===== config.mk =====
export PLATFORM = sky130hd
export DESIGN_NAME = value_feeder
export DESIGN_NICKNAME = d
export VERILOG_FILES = /design/src/rtl/value_feeder.sv
export SDC_FILE = /design/constraint.sdc
export NUM_CORES = 1
export LEC_CHECK = 0
export BUFFER_PORTS_ARGS = -buffer_cell sky130_fd_sc_hd__buf_2
export CAP_MARGIN = 10
export CORE_UTILIZATION = 25
export CTS_CLUSTER_DIAMETER = 200
export DETAILED_ROUTE_END_ITERATION = 10
export PLACE_DENSITY = 0.4
export SYNTH_ARGS = -nofsm -noshare
export SYNTH_HDL_FRONTEND = slang
export SYNTH_SLANG_ARGS = --single-unit

===== constraint.sdc =====
create_clock -name CLK -period 3.1 [get_ports CLK]
set_input_delay 0.155 -clock CLK [delete_from_list [all_inputs] [get_ports CLK]]
set_output_delay 0.155 -clock CLK [all_outputs]
set_load 0.005 [all_outputs]

===== src/rtl/value_feeder.sv =====
// Pacing stage ahead of the LED accumulator: buffers upstream words in a small FIFO
// and issues each one with a single enable pulse, holding value across the acceptance window.
module value_feeder #(
    parameter int DW   = 32,
    parameter int AW   = 2,
    parameter int HOLD = 2
) (
    input  logic          CLK,
    input  logic          RST,
    input  logic          in_valid,
    input  logic [DW-1:0] in_data,
    output logic          in_ready,
    input  logic          flush,
    output logic          enable,
    output logic [DW-1:0] value,
    output logic          busy,
    output logic [AW:0]   level
);

    localparam int          DEPTH     = 1 << AW;
    localparam logic [AW:0] LVL_ZERO  = (AW+1)'(0);
    localparam logic [AW:0] LVL_ONE   = (AW+1)'(1);
    localparam logic [AW:0] LVL_FULL  = (AW+1)'(DEPTH);
    localparam logic [AW-1:0] PTR_ONE = AW'(1);
    localparam logic [3:0]  HCNT_INIT = 4'(HOLD - 1);

    typedef enum logic [1:0] {
        ST_IDLE  = 2'd0,
        ST_ISSUE = 2'd1,
        ST_HOLD  = 2'd2
    } state_t;

    state_t          state_r;
    logic [3:0]      hcnt_r;
    logic            enable_r;
    logic            busy_r;
    logic [DW-1:0]   value_r;
    logic [AW:0]     level_r;
    logic [AW-1:0]   rd_ptr_r;
    logic [AW-1:0]   wr_ptr_r;
    logic [DW-1:0]   mem_r [DEPTH];

    logic            full_s;
    logic            ready_s;
    logic            push_s;
    logic            pop_req_s;
    logic            pop_s;

    // Handshake and pop qualification; flush blocks both directions this cycle.
    always_comb begin
        full_s    = (level_r == LVL_FULL);
        ready_s   = RST && !flush && !full_s;
        push_s    = in_valid && ready_s;
        pop_req_s = 1'b0;
        if (state_r == ST_IDLE) begin
            pop_req_s = 1'b1;
        end else if ((state_r == ST_HOLD) && (hcnt_r == 4'd0)) begin
            pop_req_s = 1'b1;
        end else begin
            pop_req_s = 1'b0;
        end
        pop_s     = pop_req_s && (level_r != LVL_ZERO) && !flush;
    end

    // FIFO storage; contents need no reset because level gates every read.
    always_ff @(posedge CLK) begin
        if (push_s) begin
            mem_r[wr_ptr_r] <= in_data;
        end
    end

    // Pointers and occupancy counter.
    always_ff @(posedge CLK or negedge RST) begin
        if (!RST) begin
            level_r  <= LVL_ZERO;
            rd_ptr_r <= {AW{1'b0}};
            wr_ptr_r <= {AW{1'b0}};
        end else if (flush) begin
            level_r  <= LVL_ZERO;
            rd_ptr_r <= {AW{1'b0}};
            wr_ptr_r <= {AW{1'b0}};
        end else begin
            if (push_s) begin
                wr_ptr_r <= wr_ptr_r + PTR_ONE;
            end
            if (pop_s) begin
                rd_ptr_r <= rd_ptr_r + PTR_ONE;
            end
            case ({push_s, pop_s})
                2'b10:   level_r <= level_r + LVL_ONE;
                2'b01:   level_r <= level_r - LVL_ONE;
                default: level_r <= level_r;
            endcase
        end
    end

    // Issue FSM: pop -> one enable cycle -> HOLD cycles with value frozen.
    always_ff @(posedge CLK or negedge RST) begin
        if (!RST) begin
            state_r  <= ST_IDLE;
            hcnt_r   <= 4'd0;
            enable_r <= 1'b0;
            busy_r   <= 1'b0;
            value_r  <= {DW{1'b0}};
        end else begin
            case (state_r)
                ST_IDLE: begin
                    if (pop_s) begin
                        value_r  <= mem_r[rd_ptr_r];
                        state_r  <= ST_ISSUE;
                        enable_r <= 1'b1;
                        busy_r   <= 1'b1;
                    end else begin
                        enable_r <= 1'b0;
                        busy_r   <= 1'b0;
                    end
                end
                ST_ISSUE: begin
                    state_r  <= ST_HOLD;
                    hcnt_r   <= HCNT_INIT;
                    enable_r <= 1'b0;
                    busy_r   <= 1'b1;
                end
                ST_HOLD: begin
                    if (hcnt_r != 4'd0) begin
                        hcnt_r   <= hcnt_r - 4'd1;
                        enable_r <= 1'b0;
                        busy_r   <= 1'b1;
                    end else if (pop_s) begin
                        value_r  <= mem_r[rd_ptr_r];
                        state_r  <= ST_ISSUE;
                        enable_r <= 1'b1;
                        busy_r   <= 1'b1;
                    end else begin
                        state_r  <= ST_IDLE;
                        enable_r <= 1'b0;
                        busy_r   <= 1'b0;
                    end
                end
                default: begin
                    state_r  <= ST_IDLE;
                    hcnt_r   <= 4'd0;
                    enable_r <= 1'b0;
                    busy_r   <= 1'b0;
                end
            endcase
        end
    end

    assign in_ready = ready_s;
    assign enable   = enable_r;
    assign value    = value_r;
    assign busy     = busy_r;
    assign level    = level_r;

endmodule


---- After elaboration in Yosys (flattened, before gate mapping) ----
Memories as Yosys holds them, arrays and structs flattened.
Index checks and enable logic that the tools add are counted.
storage, ports and cells
  memory bits (writable) .................. 128
  logic and storage cells ................. 66
  memories kept ........................... 1
  register bits ........................... 47
  input port bits ......................... 36
cells by class
  bitwise gates (word level) .............. 1
  multiplexer cells ....................... 24
  reduce and logical (&&, ||, !) cells .... 19
  eq/ne operators ......................... 8
  add/subtract/negate cells ............... 5
memory list
  name   words  bits a word  read ports  clocked after Yosys merged registers in  wr ports  line  RTL
  mem_r  4      32           1           0                                        1         41    logic [DW-1:0] mem_r [DEPTH];
operators with widths
  kind                   number
  $mux W32               2
  $pmux W32 S2           1
  $mux W2                6
  $pmux W4 S3            1
  $mux W1                8
  $logic_and A1 B1 Y1    6
  $pmux W2 S3            1
  $pmux W3 S2            1
  $reduce_and A2 Y1      3
  $reduce_bool A2 Y1     3
  $reduce_bool A3 Y1     2
  $add A2 B1 Y2 const B  2
  $eq A2 B1 Y1 const B   2
  $eq A2 B2 Y1 const B   2
  $logic_not A4 Y1       1
  $mux W4                1
  $ne A2 B2 Y1 const B   2
  $reduce_bool A4 Y1     1
  $sub A4 B1 Y4 const B  1
  $add A3 B1 Y3 const B  1
  $eq A3 B3 Y1 const B   1
  $mux W3                1
  $pmux W1 S3            1
  $sub A3 B1 Y3 const B  1
  other kinds (5)        6

---- Depth between registers and ports, before layout ----
  word-level depth ........................ 9
  depth in mapped cells ................... 8
  mapped depth without buffers ............ 8

---- Least setup slack after synthesis ----
No wires, ideal clock.
  path type ............................... flip-flop to flip-flop
  start ................................... register level_r[0], in the netlist level[0]
  end ..................................... memory mem_r[0][0], enable pin
  arrival time ............................ 1936 ps
  required time ........................... 2708 ps
  buffers on the path ..................... 1
  cell stages (with the launch flop) ...... 5
  path slack .............................. 772 ps
  cell sequence ........................... dfrtp_1 -> nor2_1 -> a21oi_1 -> buf_2 -> and2_1
on the way
  longest elaborated chain between the ends .. 6
ends and longest elaborated chain
  element                        line  RTL
  from (decl)                    38    logic [AW:0] level_r;
  from (signal assigned)         90    2'b10: level_r <= level_r + LVL_ONE;
  from (signal assigned)         91    2'b01: level_r <= level_r - LVL_ONE;
  from (signal assigned)         92    default: level_r <= level_r;
  $eq A3 B3 Y1                   51    full_s = (level_r == LVL_FULL);
  $logic_not A1 Y1               52    ready_s = RST && !flush && !full_s;
  $logic_and A1 B1 Y1            52
  $logic_and A1 B1 Y1            53    push_s = in_valid && ready_s;
  $mux W1                        67    if (push_s) begin
  $mux W1 (not written as such)  68    mem_r[wr_ptr_r] <= in_data;
  to (decl)                      41
No other way between the ends.

---- Final worst setup path ----
  start ................................... register state_r[0]
  end ..................................... register level_r[2], in the netlist level[2]
on the way
  longest elaborated chain between the ends .. 9
  elaborated cells on any way between the ends .. 12
ends and longest elaborated chain
  element                                       line  RTL
  from (decl)                                   33    state_t state_r;
  from (signal assigned)                        100   state_r <= ST_IDLE;
  from (signal assigned)                        110   state_r <= ST_ISSUE;
  from (signal assigned)                        119   state_r <= ST_HOLD;
  $eq A2 B2 Y1                                  57    end else if ((state_r == ST_HOLD) && (hcnt_r == 4'd0)) begin
  $logic_and A1 B1 Y1                           57
  $mux W1                                       57
  $mux W1 *                                     55    if (state_r == ST_IDLE) begin
  $logic_and A1 B1 Y1 * (2 in a row)            62    pop_s = pop_req_s && (level_r != LVL_ZERO) && !flush;
  $eq A2 B1 Y1 or $eq A2 B2 Y1 (tied branches)  89    case ({push_s, pop_s})
  $pmux W3 S2                                   89
  $mux W3                                       78    end else if (flush) begin
Mark *: on every way between the ends. The rest lies on a longest branch, timed or not.
A chain may end at the register's enable or synchronous reset.

==> impl_metrics.ini <==
[synthesis]
synth-async-reset-ratio_pct = 26.9
yosys_warnings = 0
ys_ff_latch = 175
ys_seq_area_share_pct = 74.3
synth-edff-count = 128
synth.avg_cell_area_um2 = 20.1
netlist_area_um2 = 6760
synthFlopType = edfxtp_1
netlist-cell-type-count = 39
post_synth_inst_count = 336
synth.net_count = 382

[route]
wirelength_um = 14100
routed_length_per_placed_instance_um = 17.5
drt_iter0_drc = 167
via_per_inst = 4.31
route.antenna.remaining_nets = 0
drt_drc_violations_left = 4
dr_total_vias = 3473
drt_pass1_iterations = 7

[timing]
fin_setup_tns_ns = 0
fin_skew_ns = 0.00989
finalCritPeriodShare_pct = 74.5
timing.final.max_slew_violations = 0
max-slew-margin-rel_pct = 51.0
timing.final.hold_violations = 0
maxClockFrequency_ghz = 0.433
finalCriticalPeriod_ns = 2.31
timing_worst_slew_pin_value_ns = 0.735
rsz0062_at_grt = false
final-setup-viol-count = 0

[grt]
globalRouteMet1Util_pct = 14.0
first_pass_grt_wire_length_um = 22200
grt_pass1_vias = 3741
maximum_number_of_pins_on_one_net_before_global_route_repair = 49
grtUsageMet2_pct = 17.4
track_usage_pct = 10.9
gr-total-overflow = 0
gr-usage-met3_pct = 3.23
grt.busiest_layer = met2
antenna_found_initial = 0

[floorplan]
floorplan.initialDensity_pct = 25.7
placement_rows = 59
die_area_um2 = 27700
die_height_um = 166
design.core.area_um2 = 26300
floorplan.die.width_um = 166
io_pins = 74

[worst_setup_path]
worst_path_fanout_max = 5
worst_setup_path_start_kind = flip-flop
cp.arrival_ns = 2.64
timing.critical_path.cells = inv_1 -> ha_1 -> and4bb_1 -> o21ai_1 -> nor3_1 -> fa_1 -> o311a_1 -> o31ai_1
required_ns = 3.43
cp_slowest_cell = fa_1
worst_setup_path_category = reg2reg
critical_path.endpoint_type = flip-flop
critical-path-max-stage-delay_ns = 0.40

[outcome]
outcome = finished, violations left
violations_in_the_final_reports = DRC

[flow_run]
maxCapViolCount = 0

[clock_network]
worst_case_clock_buffer_depth = 2
cts_tree = built
clk_latency_worst_skew_pair_ns = 0.42
post_cts.repair.setup_buffers = 0
cts_buffers = 17
clkTransAtPathRegs_ns = 0.07
library_cell_used_as_clock_root_buffer = clkbuf_16
tritoncts_num_sinks = 175
ctsHtreeMaxLevel = 4

[layout]
final.fill_count = 2561
antennaDiodeCount = 0
post_route_cells_drive_above_1_share_pct = 40.1
areaGrowthSynthToFinish_pct = 25.3
layoutNonFillerInstCount = 806
final_net_count = 505

[power]
internal-power_mw = 4.88
power.share.clock_pct = 30.3
netSwitchingFraction_pct = 27.8
p_sw_mw = 1.88
combinationalPowerShare_pct = 24.2
p_leak_nw = 3.10
vdd_drop_max_mv = 0.390
cellPowerDensity_nw_per_um2 = 798
sequential_power_share_pct = 45.4

[placed_design]
detailed_place_hpwl_um = 8380
gp_routability_congestion = 0.704
post_place_cells = 742
port_buffers = 73

[hold_path]
path_type_of_the_worst_min_delay_path = in2reg
cells by family (layout without fill, tap and decap cells):
kind of cell | after synthesis | count (layout) | share of synthesized area, %
mux | 65 | 65 | 16.2
simple gates | 35 | 35 | 2.91
buf+inv | 26 | 161 | 2.02
compound gates | 19 | 19 | 1.89
fa+ha+maj | 10 | 10 | 1.96
xor+xnor | 6 | 6 | 0.778
flops | 175 | 175 | 74.3
cell type report:
class                      count  area [um2]  share of cell area, %
clock buffer                  18         429                   5.07
clock inverter                13         134                   1.58
inverter                      11        41.3                  0.487
multi-input combinational    135        1610                   19.0
sequential                   175        5020                   59.3
tap                          335         419                   4.95
timing repair buffer         119         818                   9.66
what timing repair did:
action / CTS / global route
resized for setup: 0 / 0
hold endpoints to repair: 175 / 0
hold buffers: 33 / 0
power groups by stage:
stage | logic, mW | registers [mW] | clock network, mW
2_1_floorplan | 1.13 | 3.04 | 0
3_3_place_gp | 1.65 | 3.12 | 0
3_5_place_dp | 1.65 | 3.13 | 0
4_1_cts | 1.69 | 3.08 | 2.14
5_1_grt | 1.81 | 3.12 | 2.21
6_report | 1.64 | 3.07 | 2.05
through the flow:
| stage | area (um2) | power [mW] | utilization, % | setup WS, ns | hold WS (ns) |
|---|---|---|---|---|---|
| 6_report | 8470 | 6.76 | 32.2 | 0.792 | 0.0501 |
| 5_1_grt | 8470 | 7.15 | 32.2 | 0.619 | 0.0517 |
| 4_1_cts | 8470 | 6.91 | 32.2 | 0.832 | 0.0259 |
| 3_5_place_dp | 7580 | 4.78 | 28.8 | 0.846 | 0.373 |
| 3_3_place_gp | 7580 | 4.77 | 28.8 | 0.896 | 0.366 |
| 2_1_floorplan | 6760 | 4.16 | - | 0.772 | -0.141 |
worst max-delay path: cells and delay by family, from the launching register on:
kind / cells / cell delay [ns]
buf+inv: 1 / 0.08
fa+ha+maj: 2 / 0.66
flops: 1 / 0.39
compound gates: 3 / 0.71
simple gates: 2 / 0.37
flip-flops by register name, summed over array words and instances (netlist names):
signal    cells
rd_ptr_r      2
busy          1
value        32
enable        1
hcnt_r        4
level         3
wr_ptr_r      2
mem_r       128
state_r       2
synth_stat cells, types with 5 or more instances:
cell type	n	area, um2
edfxtp_1	128	3840
dfrtp_1	47	1180
nor3_1	5	25.0
nor2_1	7	26.3
inv_1	11	41.3
mux2_2	33	372
ha_1	9	113
buf_2	7	35.0
mux4_2	32	721
nand2_1	5	18.8
worst paths after layout:
check	from	endpoint	slack (ns)	cells past startpoint
min in group asynchronous	RST	value[27]$_DFFE_PN0P_	0.46	3
worst min register to register	value[21]$_DFFE_PN0P_	value[21]$_DFFE_PN0P_	0.50	1
worst max register to register	state_r[0]$_DFFE_PN0P_	level[2]$_DFFE_PN0P_	0.79	8
worst min-delay path	flush	rd_ptr_r[1]$_DFFE_PN0P_	0.05	2
worst max-delay path	state_r[0]$_DFFE_PN0P_	level[2]$_DFFE_PN0P_	0.79	8
max in group asynchronous	RST	rd_ptr_r[1]$_DFFE_PN0P_	2.11	3
layout by cell type, fill, tap and decap left out, types with 4 or more instances in the layout:
cell type | netlist | routed
nand2_1 | 5 | 5
edfxtp_1 | 128 | 128
nor3_1 | 5 | 5
mux4_2 | 32 | 32
dlygate4sd3_1 | 0 | 33
o21ai_0 | 4 | 4
buf_2 | 7 | 73
clkbuf_16 | 0 | 17
a21oi_1 | 4 | 4
buf_4 | 0 | 11
nor2_1 | 7 | 7
dfrtp_1 | 47 | 45
xnor2_1 | 4 | 4
inv_1 | 11 | 11
ha_1 | 9 | 9
mux2_2 | 33 | 33
and2_2 | 0 | 4
per-layer routing:
| layer | wire, um | vias to the layer above | share of wire, % |
|---|---|---|---|
| met3 | 593 | 10 | 4.2 |
| met2 | 6760 | 69 | 48 |
| li1 | - | 1569 | - |
| met5 | 0 | - | 0 |
| met4 | 163 | 0 | 1.2 |
| met1 | 6610 | 1825 | 47 |
Note: power is estimated with default switching activity, not from simulation.
